$ cat config.mk
export PLATFORM = sky130hd
export DESIGN_NAME = tcp_tx_seq_ctrl
export DESIGN_NICKNAME = d
export VERILOG_FILES = /design/src/rtl/tcp_pkg.sv /design/src/rtl/tcp_retx_timer.sv /design/src/rtl/tcp_tx_seq_ctrl.sv
export SDC_FILE = /design/constraint.sdc
export NUM_CORES = 1
export LEC_CHECK = 0
export ABC_CLOCK_PERIOD_IN_PS = 8250
export CORE_ASPECT_RATIO = 0.8
export CORE_MARGIN = 1.5
export CORE_UTILIZATION = 55
export CTS_CLUSTER_DIAMETER = 50
export DETAILED_ROUTE_END_ITERATION = 10
export PLACE_DENSITY = 0.91
export REMOVE_ABC_BUFFERS = 1
export SYNTH_ARGS = -nofsm -noshare
export SYNTH_HDL_FRONTEND = slang
export SYNTH_HIERARCHICAL = 1
export SYNTH_SLANG_ARGS = --single-unit
$ cat constraint.sdc
create_clock -name i_clk -period 8.25 [get_ports i_clk]
set_input_delay 1.65 -clock i_clk [delete_from_list [all_inputs] [get_ports i_clk]]
set_output_delay 1.65 -clock i_clk [all_outputs]
set_load 0.005 [all_outputs]
$ cat src/rtl/tcp_pkg.sv
// Shared types and constants for the TCP transmit path.
package tcp_pkg;

  typedef enum logic [2:0] {
    TX_CTRL_NONE     = 3'd0,
    TX_CTRL_SEND_SYN = 3'd1,
    TX_CTRL_SEND_ACK = 3'd2,
    TX_CTRL_SEND_FIN = 3'd3,
    TX_CTRL_SEND_RST = 3'd4
  } tx_ctrl_t;

  typedef enum logic [2:0] {
    ST_IDLE,
    ST_SEND_SYN,
    ST_SEND_ACK,
    ST_SEND_FIN,
    ST_SEND_RST,
    ST_SEND_DATA,
    ST_RETX
  } tx_state_e;

  localparam logic [7:0] FLAG_FIN = 8'h01;
  localparam logic [7:0] FLAG_SYN = 8'h02;
  localparam logic [7:0] FLAG_RST = 8'h04;
  localparam logic [7:0] FLAG_PSH = 8'h08;
  localparam logic [7:0] FLAG_ACK = 8'h10;
  localparam logic [7:0] FLAG_URG = 8'h20;
  localparam logic [7:0] FLAG_ECE = 8'h40;
  localparam logic [7:0] FLAG_CWR = 8'h80;

  localparam logic [15:0] TCP_IP_HDR_LEN = 16'd40;

endpackage

$ cat src/rtl/tcp_retx_timer.sv
// Retransmission timer: saturating cycle counter plus bounded retry count.
module tcp_retx_timer #(
  parameter int unsigned RTO_CYCLES  = 1_000_000,
  parameter int unsigned MAX_RETRIES = 3
) (
  input  logic i_clk,
  input  logic i_rst,
  input  logic i_run,
  input  logic i_restart,
  input  logic i_retry_clr,
  input  logic i_retry_inc,
  output logic o_expire,
  output logic o_fail
);

  localparam int CW = (RTO_CYCLES > 1) ? $clog2(RTO_CYCLES) : 1;
  localparam int RW = (MAX_RETRIES > 0) ? $clog2(MAX_RETRIES + 1) : 1;
  localparam logic [CW-1:0] CNT_LAST  = CW'(RTO_CYCLES - 1);
  localparam logic [RW-1:0] RETRY_MAX = RW'(MAX_RETRIES);

  logic [CW-1:0] cnt_q, cnt_d;
  logic [RW-1:0] retries_q, retries_d;
  logic          at_last;

  assign at_last  = (cnt_q == CNT_LAST);
  // Counter parks at the last value so an expiry seen outside IDLE stays pending.
  assign o_expire = i_run && at_last && (retries_q != RETRY_MAX);
  assign o_fail   = i_run && at_last && (retries_q == RETRY_MAX);

  always_comb begin
    cnt_d     = cnt_q;
    retries_d = retries_q;
    if (i_restart)             cnt_d = '0;
    else if (i_run && !at_last) cnt_d = cnt_q + 1'b1;
    if (i_retry_clr)                                 retries_d = '0;
    else if (i_retry_inc && retries_q != RETRY_MAX)  retries_d = retries_q + 1'b1;
  end

  always_ff @(posedge i_clk) begin
    if (i_rst) begin
      cnt_q     <= '0;
      retries_q <= '0;
    end else begin
      cnt_q     <= cnt_d;
      retries_q <= retries_d;
    end
  end

endmodule

$ cat src/rtl/tcp_tx_seq_ctrl.sv
// TCP transmit sequencer: picks the next segment header, tracks snd_una/snd_nxt,
// gates payload on window/MSS and retransmits outstanding SYN/FIN.
module tcp_tx_seq_ctrl
  import tcp_pkg::*;
#(
  parameter logic [31:0] ISN         = 32'h0000_0000,
  parameter logic [15:0] RCV_WINDOW  = 16'h0100,
  parameter int unsigned MSS         = 1460,
  parameter int unsigned RTO_CYCLES  = 1_000_000,
  parameter int unsigned MAX_RETRIES = 3
) (
  input  logic        i_clk,
  input  logic        i_rst,
  input  tx_ctrl_t    i_tx_ctrl,
  input  logic        i_tx_ctrl_valid,
  output logic        o_tx_ctrl_ack,
  input  logic        i_data_valid,
  input  logic [15:0] i_data_len,
  output logic        o_data_grant,
  output logic        o_data_blocked,
  input  logic        i_rcv_ack_valid,
  input  logic [31:0] i_rcv_ack_number,
  input  logic [31:0] i_rcv_nxt,
  input  logic [15:0] i_peer_window,
  output logic        o_no_data,
  output logic [15:0] o_ip_len,
  output logic [31:0] o_seq_number,
  output logic [31:0] o_ack_number,
  output logic [7:0]  o_flags,
  output logic [15:0] o_window_size,
  output logic        o_hdr_valid,
  input  logic        i_packet_done,
  output logic        o_retx_fail,
  output logic [31:0] o_inflight
);

  localparam logic [31:0] MSS_W = 32'(MSS);

  tx_state_e   state_q, state_d;
  logic [31:0] snd_una_q, snd_una_d, snd_nxt_q, snd_nxt_d;
  logic        pending_q, pending_d;
  logic [7:0]  pflags_q, pflags_d;
  logic [31:0] seq_q, seq_d;
  logic [7:0]  flags_q, flags_d;
  logic [15:0] ip_len_q, ip_len_d, dlen_q, dlen_d;
  logic        no_data_q, no_data_d;

  logic        t_restart, t_retry_clr, t_retry_inc, t_expire, t_fail;
  logic [31:0] inflight, ack_off;
  logic [32:0] room;
  logic        eligible, ack_ok;

  tcp_retx_timer #(.RTO_CYCLES(RTO_CYCLES), .MAX_RETRIES(MAX_RETRIES)) u_timer (
    .i_clk       (i_clk),
    .i_rst       (i_rst),
    .i_run       (pending_q && state_q != ST_RETX),
    .i_restart   (t_restart),
    .i_retry_clr (t_retry_clr),
    .i_retry_inc (t_retry_inc),
    .o_expire    (t_expire),
    .o_fail      (t_fail)
  );

  assign inflight = snd_nxt_q - snd_una_q;
  assign ack_off  = i_rcv_ack_number - snd_una_q;
  assign ack_ok   = i_rcv_ack_valid && (ack_off != 32'd0) && (ack_off <= inflight);
  // Widened subtract: a window smaller than inflight goes negative and blocks data.
  assign room     = {17'd0, i_peer_window} - {1'b0, inflight};
  assign eligible = i_data_valid && (i_data_len != 16'd0) && ({16'd0, i_data_len} <= MSS_W)
                 && !room[32] && ({17'd0, i_data_len} <= room);

  always_comb begin
    state_d     = state_q;
    snd_una_d   = snd_una_q;
    snd_nxt_d   = snd_nxt_q;
    pending_d   = pending_q;
    pflags_d    = pflags_q;
    seq_d       = seq_q;
    flags_d     = flags_q;
    ip_len_d    = ip_len_q;
    no_data_d   = no_data_q;
    dlen_d      = dlen_q;
    t_restart   = 1'b0;
    t_retry_clr = 1'b0;
    t_retry_inc = 1'b0;
    o_tx_ctrl_ack = 1'b0;

    if (ack_ok) begin
      snd_una_d = i_rcv_ack_number;
      if (i_rcv_ack_number == snd_nxt_q) begin
        pending_d   = 1'b0;
        t_restart   = 1'b1;
        t_retry_clr = 1'b1;
      end
    end
    if (t_fail) begin
      pending_d = 1'b0;
      t_restart = 1'b1;
    end

    case (state_q)
      ST_IDLE: begin
        ip_len_d  = TCP_IP_HDR_LEN;
        no_data_d = 1'b1;
        seq_d     = snd_nxt_q;
        if (t_expire) begin
          state_d = ST_RETX;
          seq_d   = snd_una_q;
          flags_d = pflags_q;
        end else if (i_tx_ctrl_valid) begin
          o_tx_ctrl_ack = 1'b1;
          case (i_tx_ctrl)
            TX_CTRL_SEND_SYN: begin state_d = ST_SEND_SYN; flags_d = FLAG_SYN; end
            TX_CTRL_SEND_ACK: begin state_d = ST_SEND_ACK; flags_d = FLAG_ACK; end
            TX_CTRL_SEND_FIN: begin state_d = ST_SEND_FIN; flags_d = FLAG_ACK | FLAG_FIN; end
            TX_CTRL_SEND_RST: begin state_d = ST_SEND_RST; flags_d = FLAG_RST | FLAG_ACK; end
            default: ;
          endcase
        end else if (eligible) begin
          state_d   = ST_SEND_DATA;
          flags_d   = FLAG_ACK | FLAG_PSH;
          ip_len_d  = TCP_IP_HDR_LEN + i_data_len;
          no_data_d = 1'b0;
          dlen_d    = i_data_len;
        end else begin
          seq_d     = seq_q;
          ip_len_d  = ip_len_q;
          no_data_d = no_data_q;
        end
      end
      default: begin
        if (i_packet_done) begin
          state_d = ST_IDLE;
          case (state_q)
            ST_SEND_SYN: begin
              snd_nxt_d   = snd_nxt_q + 32'd1;
              pending_d   = 1'b1;
              pflags_d    = FLAG_SYN;
              t_restart   = 1'b1;
              t_retry_clr = 1'b1;
            end
            ST_SEND_FIN: begin
              snd_nxt_d = snd_nxt_q + 32'd1;
              pending_d = 1'b1;
              pflags_d  = FLAG_ACK | FLAG_FIN;
              t_restart = 1'b1;
            end
            ST_SEND_RST: begin
              pending_d = 1'b0;
              t_restart = 1'b1;
            end
            ST_SEND_DATA: snd_nxt_d = snd_nxt_q + {16'd0, dlen_q};
            ST_RETX: begin
              t_retry_inc = 1'b1;
              t_restart   = 1'b1;
            end
            default: ;
          endcase
        end
      end
    endcase
  end

  always_ff @(posedge i_clk) begin
    if (i_rst) begin
      state_q   <= ST_IDLE;
      snd_una_q <= ISN;
      snd_nxt_q <= ISN;
      pending_q <= 1'b0;
      pflags_q  <= 8'h00;
      seq_q     <= ISN;
      flags_q   <= 8'h00;
      ip_len_q  <= TCP_IP_HDR_LEN;
      no_data_q <= 1'b1;
      dlen_q    <= 16'd0;
    end else begin
      state_q   <= state_d;
      snd_una_q <= snd_una_d;
      snd_nxt_q <= snd_nxt_d;
      pending_q <= pending_d;
      pflags_q  <= pflags_d;
      seq_q     <= seq_d;
      flags_q   <= flags_d;
      ip_len_q  <= ip_len_d;
      no_data_q <= no_data_d;
      dlen_q    <= dlen_d;
    end
  end

  assign o_hdr_valid    = (state_q != ST_IDLE);
  assign o_data_grant   = (state_q == ST_SEND_DATA);
  assign o_data_blocked = i_data_valid && !eligible;
  assign o_seq_number   = seq_q;
  assign o_flags        = flags_q;
  assign o_ip_len       = ip_len_q;
  assign o_no_data      = no_data_q;
  assign o_window_size  = RCV_WINDOW;
  assign o_retx_fail    = t_fail;
  assign o_inflight     = inflight;
  assign o_ack_number   = ((state_q == ST_SEND_SYN) || (state_q == ST_RETX && flags_q == FLAG_SYN))
                          ? 32'd0 : i_rcv_nxt;

endmodule

# After elaboration in Yosys (flattened, before gate mapping)
# Index checks and enable logic that the tools add are counted.
totals:
  regBits: 171
  in_bits: 105
  out_inout_bits: 142
op_classes:
  n_addsub: 8
  n_lt_le_gt_ge: 3
  eq_ne: 18
  mux: 43
  bitwise_logic: 3
  reduce_logical: 36
op_table:
  columns: ["cell", "n"]
  rows:
  - ["two-way mux 32 bit", 4]
  - ["one-hot mux 32 bit (2 select lines)", 1]
  - ["subtractor 32 bit", 2]
  - ["two-way mux 16 bit", 3]
  - ["<= comparator 16 x 33 -> 1 bit", 1]
  - ["subtractor 16 x 32 -> 33 bit", 1]
  - ["adder 32 x 1 -> 32 bit (second input constant)", 1]
  - ["adder 32 x 16 -> 32 bit", 1]
  - ["equality test 32 bit", 1]
  - ["<= comparator 32 bit", 1]
  - ["one-hot mux 8 bit (4 select lines)", 1]
  - ["nonzero test 32 bit", 1]
  - ["two-way mux 8 bit", 3]
  - ["two-way mux 1 bit", 23]
  - ["adder 20 x 1 -> 20 bit (second input constant)", 1]
  - ["equality test 20 bit (second input constant)", 1]
  - ["adder 6 x 16 -> 16 bit (first input constant)", 1]
  - ["<= comparator 16 x 11 -> 1 bit (second input constant)", 1]
  - ["one-hot mux 8 bit (2 select lines)", 1]
  - ["nonzero test 16 bit", 1]
  - ["two-way mux 3 bit", 5]
  - ["logical AND 1 bit", 14]
  - ["equality test 3 bit (second input constant)", 4]
  - ["one-hot mux 3 bit (4 select lines)", 1]
  - ["22 further kinds", 37]

# Logic depth before layout (Yosys ltp)
depth:
  depth_word: 10
  mapped_depth: 32
  ltp_nobuf: 30

# Cells and area by module
# Netlist, hierarchy kept.
by_module_without_submodules:
  columns: ["mod", "instances", "cells_each", "area_per_inst_um2", "seq_area_each_um2"]
  rows:
  - ["tcp_tx_seq_ctrl", 1, 1720, 13421.6, 2802.7]
  - ["tcp_retx_timer", 1, 133, 1143.6, 440.4]

# Worst setup path after synthesis
# No wires, ideal clock.
synth_timing:
  path_kind: "input-to-output"
  start: "in i_peer_window[1]"
  end: "out o_data_blocked"
  arrival_time_ns: 5.984
  t_required_ns: 6.600
  setup_slack_ns: 0.616
  path_stages: 20
  n_path_buf: 0
  path_cell_list: "ha_1 -> nor2b_1 -> o31ai_1 -> a21oi_1 -> nand3_1 -> a32oi_1 -> o211ai_1 -> o22ai_1 -> or2_2 -> maj3_1 -> maj3_1 -> a21oi_1 -> xor2_1 -> ha_1 -> and4_1 -> nand3_1 -> nor4_1 -> a2111oi_4 -> or4_4 -> and2_1"
synth_via:
  elab_chain_cells: 6
  elab_cells_between_ends: 7
synth_rtl:
  columns: ["element", "line", "text"]
  rows:
  - ["start, declared", "tcp_tx_seq_ctrl.sv:24", "input logic [15:0] i_peer_window,"]
  - ["subtractor 16 x 32 -> 33 bit *", "tcp_tx_seq_ctrl.sv:68", "assign room = {17'd0, i_peer_window} - {1'b0, inflight};"]
  - ["parallel branches: the longest is 2 deep, another holds <= comparator 16 x 33 -> 1 bit", null, null]
  - ["logical AND 1 bit *", "tcp_tx_seq_ctrl.sv:70", "&& !room[32] && ({17'd0, i_data_len} <= room);"]
  - ["zero test 1 bit *", "tcp_tx_seq_ctrl.sv:192", "assign o_data_blocked = i_data_valid && !eligible;"]
  - ["logical AND 1 bit *", "tcp_tx_seq_ctrl.sv:192", null]
  - ["end, declared", "tcp_tx_seq_ctrl.sv:20", "output logic o_data_blocked,"]
# Every way passes the cells marked *.

# Worst setup path in the final report
layout_timing:
  start: "in i_peer_window[5]"
  end: "out o_data_blocked"
# Same word-level chain as after synthesis.

==> flow_metrics.env <==
export IMPL_fin_nets=2344
export IMPL_cts_sinks=162
export IMPL_skew_ns=0.01677
export IMPL_path_depth=23
export IMPL_first_pass_iters=6
export IMPL_final_area_sq_mm=0.01834
export IMPL_dieWidth_microns=184.9
export IMPL_crit_buf_inv=6
export IMPL_worstSetupEndpointType="output port"
export IMPL_hold_viol_final=0
export IMPL_hold_depth=1
export IMPL_synth_area_top_cells="dfxtp_1, ha_1, mux2i_1"
export IMPL_cp_cell_sequence="clkdlybuf4s50_1 > ha_1 > buf_4 > nor3_1 > a21oi_2 > nand3_2 > buf_4 > nand4b_1 > o211ai_1 > o22ai_2 > or2_2 > maj3_2 > maj3_2 > a21oi_2 > xor2_1 > ha_1 > buf_4 > a221oi_2 > buf_4 > a2111oi_4 > or4_4 > and2_4 > dlygate4sd2_1"
export IMPL_power_internal_uw=1901
export IMPL_cts_made_buffers=17
export IMPL_cts_max_level=4
export IMPL_num_fill_cells=1991
export IMPL_max_slew_worst_pin_slew_ns=0.8733
export IMPL_combPwrFrac=0.461
export IMPL_grt_use_total=0.3609
export IMPL_stdcell_count=2468
export IMPL_pwr_share_clk=0.270
export IMPL_fmax_mhz=121.4
export IMPL_timing_final_crit_share=0.9982
export IMPL_rr_worst_depth=29
export IMPL_fp_row_count=53
export IMPL_netlist_area_sq_mm=0.01457
export IMPL_yosysMostFrequentCell="nand2_1"
export IMPL_dp_cells=2421
export IMPL_globalplace_congestion=1.075
export IMPL_met2WireLength_microns=22170
export IMPL_finalSetupViolCount=0
export IMPL_grt_max_degree=60
export IMPL_crit_family="simple AND/OR/NAND/NOR gates"
export IMPL_antenna_left=0
export IMPL_grt_overflow=0
export IMPL_clockBufferDepth=2
export IMPL_fin_hold_ws_ns=0.4705
export IMPL_drt_iter0_markers=2038
export IMPL_startpoint_type="input port"
export IMPL_grt_pass1_wl_microns=77910
export IMPL_yosys_cell_types_count=90
export IMPL_finalSetupTns_ns=0
export IMPL_relSlewSlack=0.4136
export IMPL_crit_top_cell="buf_4"
export IMPL_hp_class="register to register"
export IMPL_synth_async_reset_ratio=0
export IMPL_drive_gt1_frac=0.09048
export IMPL_slowest_delay_ns=0.56
export IMPL_io_buffers=227
export IMPL_drt_met1_wl_microns=21010
export IMPL_via_per_inst=6.471
export IMPL_place_area_sq_mm=0.01740
export IMPL_cts_tree="built"
export IMPL_io_pins=247
export IMPL_synth_cells=1853
export IMPL_dr_wl_met3_microns=6410
export IMPL_vias=15970
export IMPL_antenna_found_initial=0
export IMPL_worstPathMaxFanout=4
export IMPL_synth_top_cell_area_share=0.2227
export IMPL_synthFlopType="dfxtp_1"
export IMPL_cp_data_required_time_ns=6.60
export IMPL_start_util=0.5575
export IMPL_hpwl_microns=39110
export IMPL_synth_edf_count=0
export IMPL_ys_seq_elements=162
export IMPL_synth_area_leader_cell="dfxtp_1"
export IMPL_leakage_uw=0.007722
export IMPL_post_drt_wl_per_cell_microns=20.91
export IMPL_clk_latency_ns=0.45
export IMPL_core_area_sq_mm=0.02613
export IMPL_maxCapViolations=0
export IMPL_fp_dieH_microns=148.6
export IMPL_synth_common_cells="nand2_1, dfxtp_1, a21oi_1"
export IMPL_dieArea_sq_mm=0.02747
export IMPL_p_total_uw=3108
export IMPL_critical_path_slowest_cell="or4_4"
export IMPL_synth_area_per_cell_sq_um=7.860
export IMPL_swShare=0.3884
export IMPL_root_buffer="clkbuf_16"
export IMPL_power_density_mw_per_mm2=169.4
export IMPL_top_layer="met5"
export IMPL_crit_type="input port to output port"
export IMPL_post_route_min_period_ns=8.235
export IMPL_grt_pass1_vias=14500
export IMPL_vdd_drop_max_mv=0.1634
export IMPL_seqPwrFrac=0.269
export IMPL_status="finished, final reports clean"
export IMPL_arrival_ns=6.59
export IMPL_yosysSeqAreaShare=0.2227
export IMPL_finalWirelength_microns=51600
export IMPL_area_delta_synth_final_pct=25.92
export IMPL_post_route_drc_count=0
export IMPL_antenna_cells=0
export IMPL_path_clk_slew_ns=0.07
export IMPL_yosysWarnings=6
export IMPL_finalMaxSlewViolations=0
export IMPL_p_switching_uw=1207
## layout by cell type, fill, tap and decap left out, types with 22 or more instances in the layout
cell type / instances
a211oi_1: 42
nand4_1: 30
xnor2_1: 47
nor2_1: 103
nand3_1: 43
and3_1: 33
a21oi_1: 149
clkdlybuf4s50_1: 220
buf_4: 76
inv_1: 108
nand2b_1: 27
nor3_1: 32
o21ai_0: 75
nor2b_1: 27
xor2_1: 78
and2_1: 42
ha_1: 131
o21a_1: 27
or3_1: 22
nand2_1: 181
a21o_1: 30
mux2i_1: 82
dfxtp_1: 158
## area by class of cell
type | instances | area, sq um | area share
multi-input cells | 1498 | 10730 | 0.5849
inverters | 115 | 431.7 | 0.02354
flip-flops and latches | 162 | 3251 | 0.1772
clock inverters | 14 | 160.2 | 0.008732
repair buffers | 304 | 2884 | 0.1573
clock buffers | 18 | 439.2 | 0.02395
well taps | 357 | 446.7 | 0.02436
## what timing repair did
item | 4_1_cts | 5_1_grt
hold buffers | 0 | 0
endpoints found under the setup margin | 1 | 1
resized for setup | 13 | 43
pin swaps | 16 | 23
buffers inserted | 8 | 7
## worst register-to-register path: cells and delay by family (launching register included)
kind | cells | cell delay (ns)
compound gates | 9 | 1.98
xor+xnor | 2 | 0.33
fa+ha+maj | 5 | 1.64
buf+inv | 7 | 1.12
flops | 1 | 0.37
simple gates | 6 | 1.32
## registers in the layout, summed over array words and instances, names as in the netlist
name,cells
o_ip_len,16
u_timer/retries_q,2
pflags_q,2
o_flags,5
snd_nxt_q,32
u_timer/cnt_q,20
o_no_data,1
o_seq_number,32
dlen_q,16
pending_q,1
state_q,3
snd_una_q,32
## metal layers
layer,up-vias,track usage
met5,-,0.01091
met1,7450,0.4900
li1,7174,-
met3,174,0.07174
met4,2,0.1272
met2,1170,0.5675
## metrics by stage
step	util	worst slack, ns
global placement	0.6661	-0.3167
floorplan	-	-0.3030
finish	0.7019	0.01491
detailed placement	0.6661	-0.3901
global route	0.7019	-0.1204
CTS	0.6930	0.01085
## worst paths after layout
path                    startpoint              to  slack (ns)
setup / recovery  i_peer_window[5]  o_data_blocked        0.01
hold reg to reg         dlen_q[12]      dlen_q[12]        0.47
hold / removal          dlen_q[12]      dlen_q[12]        0.47
setup reg to reg      snd_una_q[3]     o_ip_len[9]        1.37
## cell families (layout without fill, tap and decap cells)
family,count (synthesis),in the layout,share of synthesized area
and+or+nand+nor,628,628,0.2234
DFF,162,162,0.2227
muxes,86,86,0.06048
xor gates and xnor gates,131,131,0.07929
AOI/OAI and AO/OA,482,482,0.2222
buffers and inverters,210,451,0.06056
other,2,19,0.0005156
adders and majority gates,152,152,0.1308
## power groups by stage
stage	combinational, uW	clock [uW]	sequential, uW
CTS	1330	837	834
global route	1520	871	838
finish	1430	840	835
floorplan	782	0	848
global placement	1250	0	849
detailed placement	1290	0	852
Power figures use the tool's default switching activity.
